--- src/rtl/gameplay_frame_latch.sv ---
// gameplay_frame_latch
//   Consumer side of the gameplay output interface. Each out_ready strobe
//   captures one gameplay snapshot into a shadow buffer. On new_frame, a
//   pending snapshot is promoted to a frame-stable front buffer. Because of
//   this, the renderer only ever sees a change at a frame boundary. The block
//   also tracks stale frames and lost (overwritten) snapshots.
//
// Ports
//   clk_in, rst_in (async, active high), clear_in (sync, same effect as reset)
//   out_ready        : strobe, the snapshot inputs are valid this cycle
//   ball_position_x/y, ball_speed, ball_direction, cam_angle [W], state_in [3]
//   new_frame        : strobe at the frame boundary
//   frame_*          : registered front-buffer copy of the snapshot
//   frame_valid      : front buffer has held a snapshot since reset/clear
//   frame_update     : one-cycle pulse after the front buffer was loaded
//   stale            : stale_frames >= STALE_LIMIT
//   stale_frames     : consecutive frames without promotion (saturating)
//   overrun_count    : snapshots overwritten before display (saturating)
module gameplay_frame_latch #(
   parameter int W           = 16,
   parameter int STALE_LIMIT = 4,
   parameter int CNT_W       = 8
) (
   input  logic             clk_in,
   input  logic             rst_in,
   input  logic             clear_in,
   input  logic             out_ready,
   input  logic [W-1:0]     ball_position_x,
   input  logic [W-1:0]     ball_position_y,
   input  logic [W-1:0]     ball_speed,
   input  logic [W-1:0]     ball_direction,
   input  logic [W-1:0]     cam_angle,
   input  logic [2:0]       state_in,
   input  logic             new_frame,
   output logic [W-1:0]     frame_ball_x,
   output logic [W-1:0]     frame_ball_y,
   output logic [W-1:0]     frame_speed,
   output logic [W-1:0]     frame_direction,
   output logic [W-1:0]     frame_cam_angle,
   output logic [2:0]       frame_state,
   output logic             frame_valid,
   output logic             frame_update,
   output logic             stale,
   output logic [CNT_W-1:0] stale_frames,
   output logic [CNT_W-1:0] overrun_count
);

   typedef struct packed {
      logic [W-1:0] x;
      logic [W-1:0] y;
      logic [W-1:0] speed;
      logic [W-1:0] dir;
      logic [W-1:0] cam;
      logic [2:0]   st;
   } snap_t;

   // The FSM state doubles as the "shadow pending" flag.
   typedef enum logic [1:0] {EMPTY, PENDING, SHOWN} fsm_t;

   localparam logic [CNT_W-1:0] CNT_MAX = '1;

   fsm_t  state, state_nxt;
   snap_t shadow, front, sample;
   logic  promote, overrun;

   assign sample = '{x: ball_position_x, y: ball_position_y, speed: ball_speed,
                     dir: ball_direction, cam: cam_angle, st: state_in};

   always_ff @(posedge clk_in or posedge rst_in) begin
      if (rst_in) state <= EMPTY;
      else        state <= state_nxt;
   end

   always_comb begin
      state_nxt = state;
      promote   = 1'b0;
      overrun   = 1'b0;
      if (clear_in) begin
         state_nxt = EMPTY;
      end else begin
         case (state)
            EMPTY, SHOWN: begin
               // A sample arriving together with new_frame here is not shown
               // until the next frame boundary.
               if (out_ready) state_nxt = PENDING;
            end
            PENDING: begin
               if (new_frame) begin
                  promote = 1'b1;
                  if (!out_ready) state_nxt = SHOWN;
               end else if (out_ready) begin
                  overrun = 1'b1;  // undisplayed snapshot is overwritten
               end
            end
            default: state_nxt = EMPTY;
         endcase
      end
   end

   always_ff @(posedge clk_in or posedge rst_in) begin
      if (rst_in) begin
         shadow        <= '0;
         front         <= '0;
         frame_valid   <= 1'b0;
         frame_update  <= 1'b0;
         stale_frames  <= '0;
         overrun_count <= '0;
      end else if (clear_in) begin
         shadow        <= '0;
         front         <= '0;
         frame_valid   <= 1'b0;
         frame_update  <= 1'b0;
         stale_frames  <= '0;
         overrun_count <= '0;
      end else begin
         if (out_ready) shadow <= sample;
         frame_update <= promote;
         if (promote) begin
            front        <= shadow;  // pre-edge shadow, not this cycle's sample
            frame_valid  <= 1'b1;
            stale_frames <= '0;
         end else if (new_frame && stale_frames != CNT_MAX) begin
            stale_frames <= stale_frames + 1'b1;
         end
         if (overrun && overrun_count != CNT_MAX)
            overrun_count <= overrun_count + 1'b1;
      end
   end

   assign stale           = (stale_frames >= CNT_W'(STALE_LIMIT));
   assign frame_ball_x    = front.x;
   assign frame_ball_y    = front.y;
   assign frame_speed     = front.speed;
   assign frame_direction = front.dir;
   assign frame_cam_angle = front.cam;
   assign frame_state     = front.st;

endmodule

--- config.mk ---
export PLATFORM = sky130hd
export DESIGN_NAME = gameplay_frame_latch
export DESIGN_NICKNAME = d
export VERILOG_FILES = /design/src/rtl/gameplay_frame_latch.sv
export SDC_FILE = /design/constraint.sdc
export NUM_CORES = 1
export LEC_CHECK = 0
export ABC_CLOCK_PERIOD_IN_PS = 10100
export CORE_MARGIN = 3
export CORE_UTILIZATION = 68
export DETAILED_ROUTE_END_ITERATION = 10
export DONT_BUFFER_PORTS = 1
export PLACE_DENSITY = 0.84
export SLEW_MARGIN = 20
export SYNTH_ARGS = -nofsm -noshare
export SYNTH_HDL_FRONTEND = slang
export SYNTH_SLANG_ARGS = --single-unit
export TNS_END_PERCENT = 100
--- constraint.sdc ---
create_clock -name clk_in -period 10.1 [get_ports clk_in]
set_input_delay 1.01 -clock clk_in [delete_from_list [all_inputs] [get_ports clk_in]]
set_output_delay 1.01 -clock clk_in [all_outputs]
set_load 0.1 [all_outputs]
==> metrics.md, run 1 <==
| Metric | Value |
|---|---|
| Area contributors post-synth | `dfrtp_1, mux2i_1, nand2_1` |
| Final cycle utilization of the critical path | `34.0%` |
| Worst Skew | `about 0.005 ns` |
| Core Rows | `37` |
| Final hold viol count | `0` |
| Max-cap violation count | `0` |
| Clock root cell | `clkbuf_8` |
| Synth area leader | `dfrtp_1` |
| Seq cells post-synth | `186` |
| RSZ-0062 raised after global routing | `no` |
| Finished Core Util | `76.8%` |
| Minimum clock period | `3.44 ns` |
| Clock-pin slew on the worst setup and hold paths | `0.06 ns` |
| ANT nets after route | `0` |
| Core area | `10,600 um2` |
| Overall power | `1.54 mW` |
| Synth top area share | `61.4%` |
| Hold buffer count at CTS | `0` |
| Peak VDD IR | `138 uV` |
| Die area | `12,500 um2` |
| Register area | `4650 um2` |
| Die height | `112 um` |
| Crit path required time | `9.09 ns` |
| Yosys cell types | `33` |
| Setup ws final | `6.66 ns` |
| Placer Congestion | `0.849` |
| Vias per cell | `6.04` |
| GR Util All Layers | `28.1%` |
| Setup bufs post-CTS | `0` |
| Vias | `5,215` |
| Min-delay src | `state[0]` |
| DRT Pass-1 Iters | `5` |
| Largest net degree at the start of global routing | `177` |
| Layout net count | `805` |
| Leakage | `between 3 and 4 nW` |
| Pwr dens | `189 nW/um2` |
| Iteration-0 DRC Markers | `523` |
| Share of post-route cells with drive strength above 1 | `~5%` |
| Syn_area_per_cell | `10.3 um2` |
| Critical R2R Capture | `overrun_count[4]` |
| Num CTS Buffers | `17` |
| First-pass GRT wire length | `27,800 um` |
| Syn Nets | `830` |
| Later-pin clock latency in the skew report | `0.53 ns` |
| DR DRC count | `0` |
| Syn. warnings | `0` |
| Slew @ Worst Pin | `1.06 ns` |
| Port bufs | `0` |
| Die width | `112 um` |
| Post-Syn Area | `7580 um2` |
| Max-slew violations | `0` |
| Worst setup SP type | `flop` |
| Synthesis-to-finish area growth | `7.38%` |
| Final setup violation count | `0` |
| Initial antenna violation count | `0` |
| Detailed placement HPWL | `10,400 um` |
| TNS Setup | `0 ns` |
| RR Startpoint | `overrun_count[1]` |
| Sink Count | `186` |
| Rel. slew slack | `29.2%` |
| Initial Util | `71.5%` |
| WP data arrival | `around 2.4 ns` |
| Max Fanout on Critical Path | `6` |
| H-tree lvl count | `4` |
| Clock buffer depth | `2` |
| Achievable Freq | `291 MHz` |
| CTS tree | `built` |
| Seq/Total Area, Yosys | `61.4%` |
| Diodes inserted | `0` |
| CP Class | `reg -> out` |
| DRT Wirelength | `about 17,000 um` |
| Worst Hold Depth | `1` |
| CP endpoint kind | `primary output` |
| Fill cells | `about 680` |
| Routed len/inst | `~20 um` |
| Depth of the worst register-to-register path | `5` |
| Setup Slack @ Placement | `7.23 ns` |
| Outcome | `finished clean` |
| Vias in the first global route | `5,385` |
| Worst min path class | `reg -> reg` |
| R2R Setup Slk | `7.62 ns` |
| Hold Crit Endpoint | `state[0]` |
| Ports | `190` |
| Congestion Overflow GR | `0` |
| Cell count after synthesis | `around 740` |
| Multi-input logic area | `2690 um2` |
| Post-CTS Resized | `0` |
worst max-delay path, cell delays in order, from the launching register on:
cell     delay [ns]
dfrtp_1        1.02
nor4_1         0.16
nand2_1        0.72
sequential cells by signal, indices dropped and copies added (netlist names):
signal	flops
frame_ball_x	16
stale_frames	8
frame_update	1
frame_cam_angle	16
overrun_count	8
shadow	83
frame_state	3
frame_ball_y	16
state	2
frame_speed	16
frame_direction	16
frame_valid	1
layout make-up:
cell class | count | area share (%)
clock inverters | 6 | 0.753
repair buffers | 5 | 0.461
flip-flops and latches | 186 | 57.2
inverters | 7 | 0.384
multi-input cells | 497 | 33.0
well taps | 136 | 2.09
clock buffers | 26 | 6.12
per-stage QoR:
step	instance area [um2]	hold slack, ns	std cells
2_1_floorplan	7580	0.462	739
3_3_place_gp	7580	0.485	831
3_5_place_dp	7580	0.505	831
4_1_cts	8140	0.516	863
5_1_grt	8140	0.525	863
6_report	8140	0.516	863
layout by cell type (no fill, tap or decap), drive strengths merged:
cell type,synthesis,final
ha,3,3
nand2b,1,1
o211ai,1,1
clkinv,0,4
xnor2,2,2
mux2i,84,84
nor2,98,98
nand3b,3,3
xor2,2,2
and4,1,1
nand4,4,4
o21ai,9,9
clkinvlp,0,1
nand3,4,4
inv,7,7
nor3b,1,1
a211oi,3,3
nor4,1,1
o2111ai,1,1
clkbuf,26,26
a211o,2,2
a21oi,90,90
bufinv,0,1
nand2,172,172
and3,1,1
buf,23,5
a21o,3,3
or3,5,5
nor2b,1,1
nor3,4,4
and2b,1,1
dfrtp,186,186
cell usage after synthesis:
master     count
dfrtp_1      186
nand2_1      172
nor2_1        98
a21oi_1       90
mux2i_1       84
clkbuf_1      26
buf_2         19
o21ai_0        8
inv_1          7
or3_1          5
nand3_1        4
nand4_1        4
nor3_1         4
a211oi_1       3
a21o_1         3
ha_1           3
nand3b_1       3
a211o_1        2
buf_1          2
xnor2_1        2
xor2_1         2
and2b_1        1
and3_1         1
and4_1         1
buf_4          1
buf_6          1
nand2b_1       1
nor2b_1        1
nor3b_2        1
nor4_1         1
o2111ai_2      1
o211ai_1       1
o21ai_1        1
worst max path at each step:
stage	startpoint	to	slack [ns]	depth (start not counted)
floorplan	rst_in	frame_ball_x[0]	4.03	1
global placement	stale_frames[2]	stale	7.23	2
detailed placement	stale_frames[3]	stale	7.23	2
CTS	stale_frames[2]	stale	6.64	2
global route	stale_frames[4]	stale	6.58	2
finish	stale_frames[2]	stale	6.66	2
where the power goes:
group | internal [mW] | total [mW] | switching (mW)
logic | 0.0280 | 0.0729 | 0.0450
registers | 0.770 | 0.841 | 0.0708
clock network | 0.360 | 0.625 | 0.265
kinds of logic (layout without fill, tap and decap cells):
kind of cell | count (synthesis) | count (layout) | share of synthesized area (%)
mux | 84 | 84 | 11.1
buf+inv | 56 | 44 | 3.24
fa+ha+maj | 3 | 3 | 0.495
simple gates | 297 | 297 | 15.6
xor+xnor | 4 | 4 | 0.462
flops | 186 | 186 | 61.4
compound gates | 109 | 109 | 7.66
per-layer routing:
metal / up-vias / wire [um] / part of all wire, % / global-route usage [%]
met2: 236 / 8380 / 49 / 46.2
li1: 2382 / - / - / -
met5: - / 0 / 0 / 0
met1: 2566 / 6570 / 39 / 33.8
met3: 31 / 1630 / 9.6 / 11.3
met4: 0 / 394 / 2.3 / 9.98
No activity file was read; power rests on OpenSTA's default activity.
==> inputs of run 2 (changes only) <==
- ABC_AREA: not set -> 1
- ABC_CLOCK_PERIOD_IN_PS: 10100 -> 2950
- CORE_UTILIZATION: 68 -> 57
- PLACE_DENSITY: 0.84 -> 0.75
- clock period: 10.1 -> 2.95 ns (I/O delays scaled with it)
==> metrics.md, run 2 <==
| Metric | Value |
|---|---|
| Congestion Overflow GR | `0` |
| Syn. warnings | `0` |
| Iteration-0 DRC Markers | `~480` |
| Worst Skew | `0.0115 ns` |
| Largest net degree at the start of global routing | `81` |
| Most common cell after layout, fill and taps aside | `nand2_1` |
| DRT Wirelength | `17,300 um` |
| Clock root cell | `clkbuf_16` |
| RSZ-0062 raised after global routing | `no` |
| Layout net count | `approximately 950` |
| Core area | `between 10,000 and 15,000 um2` |
| Diodes inserted | `0` |
| Synth Area in Adders | `less than 1%` |
| Max-slew violations | `0` |
| Min-delay src | `cam_angle[5]` |
| Routed len/inst | `between 15 and 20 um` |
| Clock buffer depth | `2` |
| Max-cap violation count | `0` |
| Yosys cell types | `26` |
| Xor/xnor share of the synthesized area | `0.696%` |
| Port bufs | `0` |
| CP Class | `reg -> out` |
| TNS Setup | `0 ns` |
| Max reg flops | `83` |
| Die width | `121 um` |
| Vias per cell | `5.37` |
| Syn_area_per_cell | `9.53 um2` |
| Core Rows | `41` |
| Most numerous cell in the Yosys netlist | `nand2_1` |
| Fill cells | `934` |
| Worst min path class | `in -> reg` |
| Peak VDD IR | `403 uV` |
| DR DRC count | `0` |
| Placer Congestion | `a little under 0.9` |
| Slew @ Worst Pin | `between 0.9 and 1 ns` |
| Synth top area share | `61.7%` |
| Die height | `121 um` |
| Setup bufs post-CTS | `0` |
| Sink Count | `186` |
| Share of post-route cells with drive strength above 1 | `13.6%` |
| Vias in the first global route | `approximately 5,700` |
| Initial Util | `59.1%` |
| DRT Pass-1 Iters | `5` |
| Critical R2R Capture | `stale_frames[6]` |
| Synthesis-to-finish area growth | `18.8%` |
| Initial antenna violation count | `0` |
| Clock-pin slew on the worst setup and hold paths | `0.07 ns` |
| Setup ws final | `0.853 ns` |
| Synth cell count leaders | `nand2_1, dfrtp_1, inv_1` |
| Leakage | `approximately 4.2 nW` |
| Cells along the critical path | `buf_4 -> nor4_1 -> nand3_1 -> buf_4` |
| Post-route insts no fill | `1,046` |
| Post-synth top flop | `dfrtp_1` |
| Seq/Total Area, Yosys | `between 60% and 70%` |
| H-tree lvl count | `4` |
| Placed Cells incl. Taps | `951` |
| Later-pin clock latency in the skew report | `0.43 ns` |
| Detailed placement HPWL | `roughly 11,000 um` |
| Final setup violation count | `0` |
| Biggest register | `shadow` |
| Final hold viol count | `0` |
| Crit path required time | `2.65 ns` |
| Area contributors post-synth | `dfrtp_1, nand2_1, o21ai_2` |
| Synth Area in Compound Gates | `a little over an eighth` |
| Final cycle utilization of the critical path | `71.1%` |
| Setup Slack @ Placement | `1.13 ns` |
| CP endpoint kind | `primary output` |
| Rel. slew slack | `between 30% and 40%` |
| Synth area leader | `dfrtp_1` |
| RR Startpoint | `stale_frames[1]` |
| Post-synthesis mux area share | `0%` |
| Vias | `5,621` |
| R2R Setup Slk | `1.13 ns` |
| Ports | `190` |
| Max Fanout on Critical Path | `6` |
| Asr flop ratio synth | `100%` |
| Minimum clock period | `2.10 ns` |
| GR Util All Layers | `24.6%` |
| Cell count after synthesis | `792` |
| Most frequent cells in the layout | `nand2_1, dfrtp_1, inv_1` |
| WP data arrival | `about 1.8 ns` |
| Critical path's largest stage delay | `between 0.4 and 0.5 ns` |
| Depth of the worst register-to-register path | `9` |
| Synth Area in Simple Gates | `15.1%` |
| Pwr dens | `678 nW/um2` |
| Die area | `14,700 um2` |
| Outcome | `finished clean` |
| Syn Nets | `883` |
| Crit path top cell by count | `buf_4` |
| Worst Hold Depth | `2` |
| Num CTS Buffers | `17` |
| Largest family of logic cells by synthesized area | `simple AND/OR/NAND/NOR gates` |
| Post-Syn Area | `7550 um2` |
| Seq cells post-synth | `186` |
| ANT nets after route | `0` |
| Slowest-stage cell, CP | `dfrtp_1` |
| Worst setup SP type | `flop` |
| Post-synth EDFFs | `0` |
| First-pass GRT wire length | `28,300 um` |
| Hold Crit Endpoint | `shadow[8]` |
| CTS tree | `built` |
| Achievable Freq | `477 MHz` |
run 2: cells by family (layout without fill, tap and decap cells):
kind of cell	Yosys count	after routing
simple gates	286	286
flops	186	186
compound gates	169	169
buf+inv	142	224
xor+xnor	6	6
fa+ha+maj	3	3
run 2: metal layers:
layer | part of all wire [%] | global-route usage, % | vias to the layer above
met3 | 7.6 | 7.04 | 33
met2 | 49 | 39.2 | 216
li1 | - | - | 2631
met5 | 0 | 0 | -
met1 | 41 | 31.8 | 2741
met4 | 2.3 | 10.4 | 0
run 2: power by group:
part           internal, mW  switching [mW]
logic                 0.187           0.460
registers              2.68           0.591
clock network          1.19           0.970
total                  4.06            2.02
run 2: final cells by class:
cell class | instances | area [um2] | area share, %
timing repair buffer | 88 | 868 | 9.68
clock inverter | 13 | 121 | 1.35
tap | 172 | 215 | 2.40
multi-input combinational | 464 | 2280 | 25.4
clock buffer | 19 | 443 | 4.94
inverter | 104 | 394 | 4.39
sequential | 186 | 4650 | 51.9
run 2: through the flow:
stage	area [um2]	hold slack [ns]	util, %	power (mW)
after floorplan	7550	0.416	-	3.78
after CTS	8970	0.00187	70.2	6.13
final	8970	0.0165	70.2	6.09
after global routing	8970	0.00869	70.2	6.34
after global placement	7780	0.300	60.9	3.87
after detailed placement	7780	0.309	60.9	3.90
run 2: what timing repair did:
action | in CTS | in global routing
hold buffers | 63 | 0
hold endpoints to repair | 92 | 0
gates resized for setup | 0 | 0
run 2: worst max-delay path: cells and delay by family (launching register included):
family | cells | cell delay [ns]
flops | 1 | 0.44
buf+inv | 2 | 0.51
simple gates | 2 | 0.42
run 2: worst max path at each step:
stage          depth (start not counted)  slack [ns]       startpoint          endpoint
2_1_floorplan                          1        0.26           rst_in   frame_ball_x[0]
3_3_place_gp                           7        1.24         state[0]  frame_ball_x[13]
3_5_place_dp                           9        1.13  stale_frames[1]   stale_frames[6]
4_1_cts                                4        0.83  stale_frames[5]             stale
5_1_grt                                4        0.72  stale_frames[5]             stale
6_report                               4        0.85  stale_frames[5]             stale
==> inputs of run 3 (changes only) <==
- ABC_AREA: 1 -> 0
- ABC_CLOCK_PERIOD_IN_PS: 2950 -> 1900
- clock period: 2.95 -> 1.9 ns (I/O delays scaled with it)
==> metrics.md, run 3 (synthesized netlist as in run 1, its figures left out) <==
| Metric | Value |
|---|---|
| First-pass GRT wire length | `33,700 um` |
| Crit path buf inv count | `2` |
| Initial antenna violation count | `0` |
| Sink Count | `between 150 and 200` |
| Slowest-stage cell, CP | `dlygate4sd3_1` |
| Slew @ Worst Pin | `0.689 ns` |
| Share of post-route cells with drive strength above 1 | `16.2%` |
| Ports | `190` |
| Multi-input logic area | `2690 um2` |
| Core area | `approximately 13,000 um2` |
| Setup bufs post-CTS | `0` |
| Die area | `14,700 um2` |
| Fill cells | `between 700 and 800` |
| Most frequent cells in the layout | `dfrtp_1, nand2_1, buf_4` |
| DRT Wirelength | `20,900 um` |
| Most common cell after layout, fill and taps aside | `dfrtp_1` |
| Congestion Overflow GR | `0` |
| Clock-pin slew on the worst setup and hold paths | `0.07 ns` |
| Minimum clock period | `1.80 ns` |
| Hold Crit Endpoint | `overrun_count[1]` |
| Detailed placement HPWL | `11,800 um` |
| Finished Core Util | `between 70% and 80%` |
| Peak VDD IR | `approximately 610 uV` |
| Clock root cell | `clkbuf_16` |
| CP Class | `reg -> reg` |
| Achievable Freq | `approximately 550 MHz` |
| Final setup violation count | `0` |
| Diodes inserted | `0` |
| Final hold viol count | `0` |
| TNS Setup | `0 ns` |
| Biggest register | `shadow` |
| Met2 WL | `10,800 um` |
| Setup Slack @ Placement | `approximately 0.23 ns` |
| Depth of the worst register-to-register path | `4` |
| Critical path's largest stage delay | `0.57 ns` |
| CP endpoint kind | `flop` |
| Max-cap violation count | `0` |
| Die height | `121 um` |
| Register area | `4650 um2` |
| Iteration-0 DRC Markers | `557` |
| RSZ-0062 raised after global routing | `no` |
| Max-slew violations | `0` |
| Min-delay src | `out_ready` |
| Placer Congestion | `0.819` |
| Clock buffer depth | `2` |
| Critical R2R Capture | `frame_update` |
| Outcome | `finished clean` |
| Synthesis-to-finish area growth | `32.9%` |
| Leakage | `roughly 5.0 nW` |
| Crit path required time | `2.21 ns` |
| Vias | `6,169` |
| Pwr dens | `877 nW/um2` |
| DR DRC count | `0` |
| DP Area | `8540 um2` |
| CTS tree | `built` |
| Cells along the critical path | `nand3b_1 -> buf_4 -> nor2_1 -> dlygate4sd3_1` |
| Worst Hold Depth | `2` |
| Max Fanout on Critical Path | `34` |
| Die width | `121 um` |
| Worst min path class | `in -> reg` |
| Post-route cell area | `10,100 um2` |
| Initial Util | `59.1%` |
| ANT nets after route | `0` |
| Met3 wire len | `1760 um` |
| Vias in the first global route | `6,467` |
| Final cycle utilization of the critical path | `a little over nine tenths` |
| Cell family with most CP delay | `buffers and inverters` |
| Max reg flops | `83` |
| R2R Setup Slk | `0.1 ns` |
| Layout net count | `between 1,000 and 1,500` |
| Vias per cell | `5.61` |
| Rel. slew slack | `54.0%` |
| Worst Skew | `roughly 0.013 ns` |
| Largest net degree at the start of global routing | `90` |
| Worst setup SP type | `flop` |
| Routed len/inst | `19.0 um` |
| WP data arrival | `2.12 ns` |
| DRT Pass-1 Iters | `8` |
| Hold_ws | `~0.043 ns` |
| Setup ws final | `0.0952 ns` |
| Core Rows | `41` |
| GR Util All Layers | `29.7%` |
| RR Startpoint | `state[1]` |
| Port bufs | `0` |
| H-tree lvl count | `4` |
| WP depth | `4` |
| Num CTS Buffers | `17` |
| Post-Route M1 WL | `7750 um` |
| DR top layer | `met4` |
| Later-pin clock latency in the skew report | `roughly 0.43 ns` |
-- run 3: area by class of cell --
cell class	count	area share, %
tap	172	2.14
timing repair buffer	205	18.6
clock inverter	10	1.38
multi-input combinational	497	26.7
sequential	186	46.2
inverter	7	0.298
clock buffer	22	4.71
-- run 3: repair_timing --
action / 4_1_cts / 5_1_grt
endpoints found under the setup margin: 0 / 1
hold buffers: 90 / 0
hold endpoints to repair: 189 / 0
resized for setup: 0 / 1
-- run 3: per-layer routing --
metal	track usage [%]	vias up
li1	-	2780
met1	35.9	3096
met2	49.3	248
met3	9.56	45
met4	11.9	0
met5	0	-
-- run 3: worst max-delay path by stage --
stage                     start                to  slack [ns]
3_5_place_dp   overrun_count[3]  overrun_count[3]        0.23
5_1_grt                state[1]      frame_update        0.03
6_report               state[1]      frame_update         0.1
4_1_cts         stale_frames[3]             stale        0.11
2_1_floorplan            rst_in   frame_ball_x[0]       -0.68
3_3_place_gp   overrun_count[3]  overrun_count[3]        0.39
-- run 3: per-stage QoR --
| stage | cells | power (mW) |
|---|---|---|
| after global routing | 1099 | 9.11 |
| after global placement | 977 | 4.99 |
| after floorplan | 739 | 4.92 |
| after CTS | 1099 | 8.84 |
| final | 1099 | 8.83 |
| after detailed placement | 977 | 5.03 |
-- run 3: worst reg2reg max path, cell delays in order, from the launching register on --
cell and delay, ns:
dfrtp_1 0.44, nand3b_1 0.20, buf_4 0.39, nor2_1 0.10
dlygate4sd3_1 0.57
-- run 3: power breakdown --
part	internal [mW]	switching (mW)
clock	2.18	1.48
combinational	0.359	0.629
sequential	4.10	0.0796
